--- config.mk ---
export PLATFORM = sky130hd
export DESIGN_NAME = aes_round_seq
export DESIGN_NICKNAME = d
export VERILOG_FILES = /design/src/rtl/aes_pkg.sv /design/src/rtl/aes_round_cnt.sv /design/src/rtl/aes_round_seq.sv
export SDC_FILE = /design/constraint.sdc
export NUM_CORES = 1
export LEC_CHECK = 0
export ABC_AREA = 1
export CELL_PAD_IN_SITES_DETAIL_PLACEMENT = 1
export CELL_PAD_IN_SITES_GLOBAL_PLACEMENT = 1
export CORE_AREA = 2 2 66 68
export DETAILED_ROUTE_END_ITERATION = 7
export DIE_AREA = 0 0 68 70
export GPL_TIMING_DRIVEN = 0
export HOLD_SLACK_MARGIN = 0.03
export PLACE_DENSITY_LB_ADDON = 0.1
export SETUP_SLACK_MARGIN = 0.1
export SLEW_MARGIN = 20
export SYNTH_ARGS = -nofsm -noshare
export SYNTH_HDL_FRONTEND = slang
export SYNTH_HIERARCHICAL = 1
export SYNTH_SLANG_ARGS = --single-unit
--- constraint.sdc ---
create_clock -name i_clk -period 2.45 [get_ports i_clk]
set_input_delay 0.245 -clock i_clk [delete_from_list [all_inputs] [get_ports i_clk]]
set_output_delay 0.245 -clock i_clk [all_outputs]
set_load 0.03 [all_outputs]
--- src/rtl/aes_pkg.sv ---
// ---------------------------------------------------------------------------
// aes_pkg
// Shared types and helpers for the AES round sequencer.
//   aes_seq_state_t : sequencer FSM states
//   aes_mode_t      : key-size selector as seen on the mode input
//   NR_128/192/256  : number of cipher rounds per key size
//   nr_of()         : maps a mode to its round count
// ---------------------------------------------------------------------------
package aes_pkg;

   typedef enum logic [2:0] {
      ST_IDLE   = 3'd0,
      ST_KEYGEN = 3'd1,
      ST_INIT   = 3'd2,
      ST_ROUND  = 3'd3,
      ST_FINAL  = 3'd4,
      ST_DONE   = 3'd5
   } aes_seq_state_t;

   typedef enum logic [1:0] {
      MODE_128 = 2'b00,
      MODE_192 = 2'b01,
      MODE_256 = 2'b10,
      MODE_ILL = 2'b11
   } aes_mode_t;

   localparam logic [3:0] NR_128 = 4'd10;
   localparam logic [3:0] NR_192 = 4'd12;
   localparam logic [3:0] NR_256 = 4'd14;

   // The illegal encoding never gets latched, so its return value only
   // matters for keeping the decode total.
   function automatic logic [3:0] nr_of(input aes_mode_t m);
      logic [3:0] nr;
      nr = NR_128;
      case (m)
         MODE_192: nr = NR_192;
         MODE_256: nr = NR_256;
         default:  nr = NR_128;
      endcase
      return nr;
   endfunction

endpackage

--- src/rtl/aes_round_cnt.sv ---
// ---------------------------------------------------------------------------
// aes_round_cnt
// Round counter for the AES sequencer: clear, load, increment, and a
// terminal-count flag raised when the count sits at the penultimate round.
// Ports:
//   i_clk, i_rst : clock and synchronous active-high reset
//   i_clr        : force count to zero (highest priority after reset)
//   i_load       : load i_nr into the count
//   i_en         : increment the count
//   i_nr         : round count Nr of the current key size
//   o_count      : current round number
//   o_tc         : count == Nr-1
// ---------------------------------------------------------------------------
module aes_round_cnt #(
   parameter int W = 4
) (
   input  logic         i_clk,
   input  logic         i_rst,
   input  logic         i_clr,
   input  logic         i_load,
   input  logic         i_en,
   input  logic [W-1:0] i_nr,
   output logic [W-1:0] o_count,
   output logic         o_tc
);

   logic [W-1:0] r_count;

   // Clear wins over load, load wins over increment; the sequencer never
   // asserts more than one at a time, but the priority keeps it defined.
   always_ff @(posedge i_clk) begin
      if (i_rst) begin
         r_count <= '0;
      end else if (i_clr) begin
         r_count <= '0;
      end else if (i_load) begin
         r_count <= i_nr;
      end else if (i_en) begin
         r_count <= r_count + W'(1);
      end
   end

   assign o_count = r_count;
   assign o_tc    = (r_count == (i_nr - W'(1)));

endmodule

--- src/rtl/aes_round_seq.sv ---
// ---------------------------------------------------------------------------
// aes_round_seq
// AES control unit: runs key expansion when needed, then sequences the
// INIT / ROUND / FINAL steps of one block for AES-128/192/256, in either
// direction, with a start/busy/done handshake and a global stall.
// Ports:
//   i_clk, i_rst   : clock, synchronous active-high reset
//   i_start        : request a block (sampled in IDLE or DONE)
//   i_mode         : key size, 11 is rejected with o_err
//   i_dec          : decrypt request, latched at start
//   i_new_key      : key changed, forces key expansion
//   i_kexp_done    : key-expansion unit finished (sampled in KEYGEN)
//   i_hold         : stall everything
//   o_genk         : key-expansion enable
//   o_enc          : round datapath enable
//   o_mix_en       : (Inv)MixColumns enable
//   o_last         : final round marker
//   o_round        : current round number
//   o_rk_idx       : round-key index (reversed for decrypt)
//   o_busy, o_done : handshake status
//   o_err          : one-cycle pulse on an illegal-mode start
// ---------------------------------------------------------------------------
module aes_round_seq
   import aes_pkg::*;
#(
   parameter int ROUND_W  = 4,
   parameter bit DEC_EN   = 1'b1,
   parameter bit REUSE_EN = 1'b1
) (
   input  logic               i_clk,
   input  logic               i_rst,
   input  logic               i_start,
   input  logic [1:0]         i_mode,
   input  logic               i_dec,
   input  logic               i_new_key,
   input  logic               i_kexp_done,
   input  logic               i_hold,
   output logic               o_genk,
   output logic               o_enc,
   output logic               o_mix_en,
   output logic               o_last,
   output logic [ROUND_W-1:0] o_round,
   output logic [ROUND_W-1:0] o_rk_idx,
   output logic               o_busy,
   output logic               o_done,
   output logic               o_err
);

   aes_seq_state_t r_state;
   aes_seq_state_t w_nextState;
   aes_mode_t      r_mode;
   aes_mode_t      r_keyMode;
   aes_mode_t      w_reqMode;
   logic           r_dec;
   logic           r_keyOk;
   logic           r_err;

   logic               w_accept;
   logic               w_errReq;
   logic               w_needKeygen;
   logic               w_keyLearn;
   logic               w_cntClr;
   logic               w_cntEn;
   logic               w_cntLoad;
   logic               w_tc;
   logic [ROUND_W-1:0] w_nr;
   logic [ROUND_W-1:0] w_round;

   assign w_reqMode = aes_mode_t'(i_mode);
   assign w_nr      = ROUND_W'(nr_of(r_mode));

   // The expanded key can be reused only if a previous expansion completed
   // for the same key size and the host says the key itself is unchanged.
   assign w_needKeygen = i_new_key || !REUSE_EN || !r_keyOk ||
                         (w_reqMode != r_keyMode);

   aes_round_cnt #(
      .W (ROUND_W)
   ) u_cnt (
      .i_clk   (i_clk),
      .i_rst   (i_rst),
      .i_clr   (w_cntClr),
      .i_load  (w_cntLoad),
      .i_en    (w_cntEn),
      .i_nr    (w_nr),
      .o_count (w_round),
      .o_tc    (w_tc)
   );

   // State register; hold is folded into the next-state logic, so the
   // register simply follows w_nextState.
   always_ff @(posedge i_clk) begin
      if (i_rst) begin
         r_state <= ST_IDLE;
      end else begin
         r_state <= w_nextState;
      end
   end

   // Next-state and counter control. Nothing advances while held, which
   // also keeps start and kexp_done unsampled during a stall. DONE always
   // leaves after one cycle, either back to IDLE or straight into the next
   // block when a valid start arrives.
   always_comb begin
      w_nextState = r_state;
      w_accept    = 1'b0;
      w_errReq    = 1'b0;
      w_keyLearn  = 1'b0;
      w_cntClr    = 1'b0;
      w_cntEn     = 1'b0;
      w_cntLoad   = 1'b0;
      if (!i_hold) begin
         unique case (r_state)
            ST_IDLE, ST_DONE: begin
               w_nextState = ST_IDLE;
               if (i_start) begin
                  if (w_reqMode == MODE_ILL) begin
                     w_errReq = 1'b1;
                  end else begin
                     w_accept    = 1'b1;
                     w_cntClr    = 1'b1;
                     w_nextState = w_needKeygen ? ST_KEYGEN : ST_INIT;
                  end
               end
            end
            ST_KEYGEN: begin
               if (i_kexp_done) begin
                  w_keyLearn  = 1'b1;
                  w_nextState = ST_INIT;
               end
            end
            ST_INIT: begin
               w_cntEn     = 1'b1;
               w_nextState = ST_ROUND;
            end
            ST_ROUND: begin
               if (w_tc) begin
                  w_cntLoad   = 1'b1;
                  w_nextState = ST_FINAL;
               end else begin
                  w_cntEn = 1'b1;
               end
            end
            ST_FINAL: begin
               w_nextState = ST_DONE;
            end
            default: begin
               w_nextState = ST_IDLE;
            end
         endcase
      end
   end

   // Request latches and key bookkeeping. The datapath works from these
   // copies, so the host may change its inputs freely once a block starts.
   // The error flag is rewritten every cycle so it is always a single pulse,
   // even if a stall begins right after it is raised.
   always_ff @(posedge i_clk) begin
      if (i_rst) begin
         r_mode    <= MODE_128;
         r_dec     <= 1'b0;
         r_keyOk   <= 1'b0;
         r_keyMode <= MODE_128;
         r_err     <= 1'b0;
      end else begin
         r_err <= w_errReq;
         if (w_accept) begin
            r_mode <= w_reqMode;
            r_dec  <= DEC_EN ? i_dec : 1'b0;
         end
         if (w_keyLearn) begin
            r_keyOk   <= 1'b1;
            r_keyMode <= r_mode;
         end
      end
   end

   // Output decode from registered state only.
   assign o_genk   = (r_state == ST_KEYGEN);
   assign o_enc    = (r_state == ST_INIT) || (r_state == ST_ROUND) ||
                     (r_state == ST_FINAL);
   assign o_mix_en = (r_state == ST_ROUND);
   assign o_last   = (r_state == ST_FINAL);
   assign o_busy   = (r_state != ST_IDLE) && (r_state != ST_DONE);
   assign o_done   = (r_state == ST_DONE);
   assign o_err    = r_err;
   assign o_round  = w_round;
   assign o_rk_idx = r_dec ? (w_nr - w_round) : w_round;

endmodule

# Word level (Yosys, flattened, before mapping)
# Index checks and enable logic that the tools add are counted.
# op_classes
bitwise,3
muxes,24
reduce_logical,13
n_eq_ne,13
n_addsub,3
# ops
operator,n
case mux 3 bit (5 select lines),1
two-way mux 1 bit,13
two-way mux 4 bit,3
== test 3 x 2 -> 1 bit (second input constant),2
== test 3 bit (second input constant),2
two-way mux 2 bit,3
two-way mux 3 bit,2
case mux 3 bit (2 select lines),1
adder 4 x 1 -> 4 bit (second input constant),1
== test 2 bit (second input constant),2
== test 4 bit,1
logical OR 1 bit,4
OR reduction 2 bit,2
OR reduction 4 bit,1
subtractor 4 x 1 -> 4 bit (second input constant),1
subtractor 4 bit,1
== test 3 x 1 -> 1 bit (second input constant),1
logical NOT 3 bit,1
inequality test 3 bit (second input constant),1
NOT 1 bit,3
AND reduction 3 bit,1
nonzero test 3 bit,1
== test 2 x 1 -> 1 bit (second input constant),1
inequality test 2 x 1 -> 1 bit (second input constant),1
other kinds (6),6
# totals
elab_cells,63
output_inout_bits,15
reg_bits,14
input_bits,9

# Logic depth before layout (Yosys ltp)
# logic_depth
word_depth,9
ltp_mapped,21
ltp_nobuf,21

# Cells and area by module
# The synthesis kept the hierarchy.
# modules_own_cells
mod,area_each_um2,seq_area_each_um2,n_inst,cells_each
aes_round_seq,762.0,200.2,1,117
aes_round_cnt,352.8,80.1,1,62

# Worst setup path after synthesis
# Ideal clock, no wire load.
# synth_path
path_kind,reg-to-output
start,reg u_cnt.r_count[0] (netlist: u_cnt/o_count[0])
end,out o_rk_idx[2]
slack_ns,0.190
stages_incl_launch_ff,5
arrival_ns,2.015
required_time_ns,2.205
path_buffers,0
cell_sequence,dfxtp_1 > inv_1 > fa_1 > xnor2_1 > o21ai_0
# synth_via
elab_chain_cells,2
# synth_rtl
element,line_no,text
"start, declared",aes_round_cnt.sv:27,logic [W-1:0] r_count;
"start signal, assigned",aes_round_cnt.sv:37,r_count <= i_nr;
"start signal, assigned",aes_round_cnt.sv:39,r_count <= r_count + W'(1);
subtractor 4 bit,aes_round_seq.sv:188,assign o_rk_idx = r_dec ? (w_nr - w_round) : w_round;
two-way mux 4 bit,aes_round_seq.sv:188,
"end, declared",aes_round_seq.sv:43,"output logic [ROUND_W-1:0] o_rk_idx,"
# No other way between the ends.

# Worst setup path in the final report
# layout_path
start,reg r_mode[1]
end,out o_rk_idx[3]
# layout_via
elab_chain_cells,4
word_cells_on_any_way,5
cone_classes,add/sub: 1; eq/ne: 2; mux: 2
# layout_rtl
element,line_no,text
"start, declared",aes_round_seq.sv:51,aes_mode_t r_mode;
"start signal, assigned",aes_round_seq.sv:168,r_mode <= w_reqMode;
== test 2 bit / == test 2 x 1 -> 1 bit (equally long branches),aes_pkg.sv:36,case (m)
case mux 3 bit (2 select lines) *,aes_pkg.sv:36,
via w_nr[2],aes_round_seq.sv:66,logic [ROUND_W-1:0] w_nr;
subtractor 4 bit *,aes_round_seq.sv:188,
two-way mux 4 bit *,aes_round_seq.sv:188,
# Mark *: on every way through the listed nets, which the timed path passes. The rest lies on a longest branch.

==> results by group <==
Worst setup path
  – CP startpoint: r_mode[1]
  – Crit path arrival time: 1.96 ns
  – CP Class: flop to output pin
  – CP Max Fanout: 4
  – Reg-to-reg critical path startpoint: r_mode[1]
  – Required time worst endpoint: 2.20 ns
  – Crit-path cells: inv_1 -> ha_2 -> inv_2 -> ha_1 -> nand3_1 -> a21oi_1 -> xor2_1 -> clkbuf_2
  – Reg-to-reg slack, setup: 0.30 ns
  – Crit end category: output pin
  – Worst path slowest cell: dfxtp_2
  – Worst R2R Path Depth: 17
  – Worst stage delay on the critical path: 0.32 ns
  – FF-to-FF End: u_cnt/o_count[1]
  – Worst Setup Start Kind: flop

Placement
  – DPL Wire Length: between 2000 and 2500 um
  – Port Buffers: 23
  – DP Worst Slack: -0.126 ns
  – Inst Count DP: between 200 and 300
  – Placer Congestion: between 0.7 and 0.8

Cells and area
  – NumNets Final: ~230
  – Area of the multi-input gates: roughly 730 sq um
  – Area delta synth->final: 37.3%
  – Layout fillers: between 500 and 600
  – Reg area: 284 sq um
  – Finished Layout Cells: 263
  – Antenna fix cells: 0
  – Share of cells above drive strength 1: 18.0%

Floorplan
  – Effective utilization at floorplan: 26.9%
  – Die W: 68 um
  – IO Count: 24
  – # rows: 24
  – Die Span Y: 70 um
  – Core region area: 0.00414 sq mm
  – Die area: 0.00476 sq mm

Timing
  – Worst Skew: 0.00142 ns
  – Final Hold Fails: 0
  – FMAX: 454 MHz
  – Crit path time final: approximately 2.2 ns
  – Worst Setup Slack, final: 0.248 ns
  – Tcrit/Tclk final: 89.9%
  – RSZ-0062 raised after global routing: no
  – Final slew viol count: 0
  – Setup-failing EPs final: 0

Yosys
  – Yosys top cell area share: 25.1%
  – Synth unique cells: 26
  – Most frequent cell after synthesis: nand2_1
  – Synth Warn #: 6
  – Post-synth EDFFs: 0
  – Asr flop ratio synth: 0%
  – Synth area leaders: dfxtp_1, nand2_1, inv_1
  – Syn avg cell area: 6.23 sq um
  – Sequential-to-total area share from yosys stat: 25.1%
  – Yosys reg bits: 14
  – Synth Instances: about 180
  – Post-Syn Area: approximately 0.0011 sq mm
  – Dominant cell type by area after synthesis: dfxtp_1
  – Synth Flop Type: dfxtp_1
  – Synth cell count leaders: nand2_1, inv_1, a21oi_1, dfxtp_1, nor2_1

Routing
  – Vias per inst: 4.40
  – Vias: 1156
  – Post-route ant nets: 0
  – Final wirelength: 2960 um
  – Initial DRC count: 25
  – Pre-antenna DRT Iters: 4
  – Routed WL per cell: 11.2 um
  – Drt drc: 0

Min path
  – Hold depth: 2
  – Hold_sp: r_keyMode[1]
  – Worst Hold Path EP: r_keyMode[1]
  – Worst hold path class: flop to flop

Global route
  – Overflow after GRT: 0
  – Initial antenna violation count: 0
  – Gr usage total: 13.8%
  – Vias in the first global route: 1216
  – First-pass GRT wire length: around 5100 um
  – Largest net degree at the start of global routing: 10

CTS
  – Hold bufs inserted after CTS: 0
  – Later-pin clock latency in the skew report: 0.24 ns
  – Root Driver: clkbuf_8
  – TritonCTS clock tree: yes
  – Worst-path clk slew: 0.06 ns
  – Clock tree buffer depth: 2
  – Clock Sinks: 14
  – H-tree Lvls: 1
  – Num CTS Buffers: 3

Power
  – Cell Pwr Density: 433 mW/mm^2
  – Worst vdd ir: between 0.1 and 0.15 mV
  – Lkg Pwr: 0.684 nW

Outcome
  – Run status: finished clean

Flow run
  – Max Cap Violations: 0
==> sequential cells by signal, indices dropped and copies added, names as in the netlist <==
signal         flops
r_dec              1
o_err              1
r_state            3
r_keyMode          2
r_mode             2
u_cnt/o_count      4
r_keyOk            1
==> placed cells by master (no fill, tap or decap), types with 4 or more instances in the layout <==
| cell type | netlist | routed |
|---|---|---|
| nand2_1 | 44 | 44 |
| nor2_1 | 13 | 10 |
| o21ai_0 | 7 | 7 |
| nor2_2 | 3 | 6 |
| a21oi_1 | 14 | 13 |
| dfxtp_1 | 14 | 11 |
| inv_1 | 40 | 34 |
| clkdlybuf4s50_1 | 0 | 20 |
| conb_1 | 2 | 6 |
| clkbuf_8 | 0 | 4 |
| nand2_2 | 5 | 5 |
| inv_2 | 0 | 4 |
| nand3_1 | 11 | 11 |
==> per-stage QoR <==
step	utilization [%]	power (mW)	TNS [ns]	instance area, sq um	hold slack (ns)
floorplan	-	0.370	0	1130	0.307
global placement	34.4	0.430	-0.178	1430	0.477
detailed placement	34.4	0.436	-0.445	1430	0.478
CTS	36.1	0.671	0	1500	0.489
global route	36.9	0.711	0	1530	0.519
finish	36.9	0.663	0	1530	0.487
==> how the worst max path moves through the flow <==
stage | to | slack, ns | cells past startpoint
finish | o_rk_idx[3] | 0.25 | 8
global route | u_cnt/o_count[0] | 0.08 | 20
CTS | o_rk_idx[3] | 0.04 | 8
detailed placement | u_cnt/o_count[1] | -0.13 | 17
global placement | u_cnt/o_count[0] | -0.07 | 16
floorplan | o_rk_idx[2] | 0.19 | 4
==> metal layers <==
layer	track usage (%)	part of all wire, %	up-vias
met5	0	0	-
met4	4.67	0.91	0
met3	1.45	2.9	2
met2	26.0	55	15
met1	15.3	42	534
li1	-	-	605
==> worst max-delay path, delay by kind of cell (launching register included) <==
family,cells,cell delay [ns]
xor gates and xnor gates,1,0.16
buffers and inverters,3,0.32
AOI/OAI and AO/OA,1,0.18
and+or+nand+nor,1,0.09
DFF,1,0.32
adders and majority gates,2,0.64
==> area by class of cell <==
| class | count | share of cell area, % |
|---|---|---|
| clock buffer | 4 | 3.60 |
| inverter | 41 | 10.7 |
| sequential | 14 | 18.6 |
| buffer | 1 | 0.491 |
| timing repair buffer | 24 | 14.8 |
| tap | 52 | 4.25 |
| multi-input combinational | 127 | 47.6 |
==> timing repair <==
action                                  CTS  global route
endpoints found under the setup margin    7             7
buffers inserted                          0             1
pin swaps                                 1             5
gates cloned                              0             0
resized for setup                         9            20
==> kinds of logic (layout without fill, tap and decap cells) <==
logic type | Yosys count | count (layout) | share of synthesized area (%)
and+or+nand+nor | 84 | 84 | 34.2
buffers and inverters | 42 | 70 | 14.9
AOI/OAI and AO/OA | 26 | 26 | 13.7
DFF | 14 | 14 | 25.1
adders and majority gates | 6 | 6 | 7.41
xor gates and xnor gates | 5 | 5 | 3.93
other | 2 | 6 | 0.674
==> where the power goes <==
part | switching (mW) | internal, mW | leakage, nW
registers | 0.00921 | 0.237 | 0.115
logic | 0.115 | 0.0728 | 0.540
clock network | 0.0865 | 0.142 | 0.0288
(Power assumes the default switching activity.)
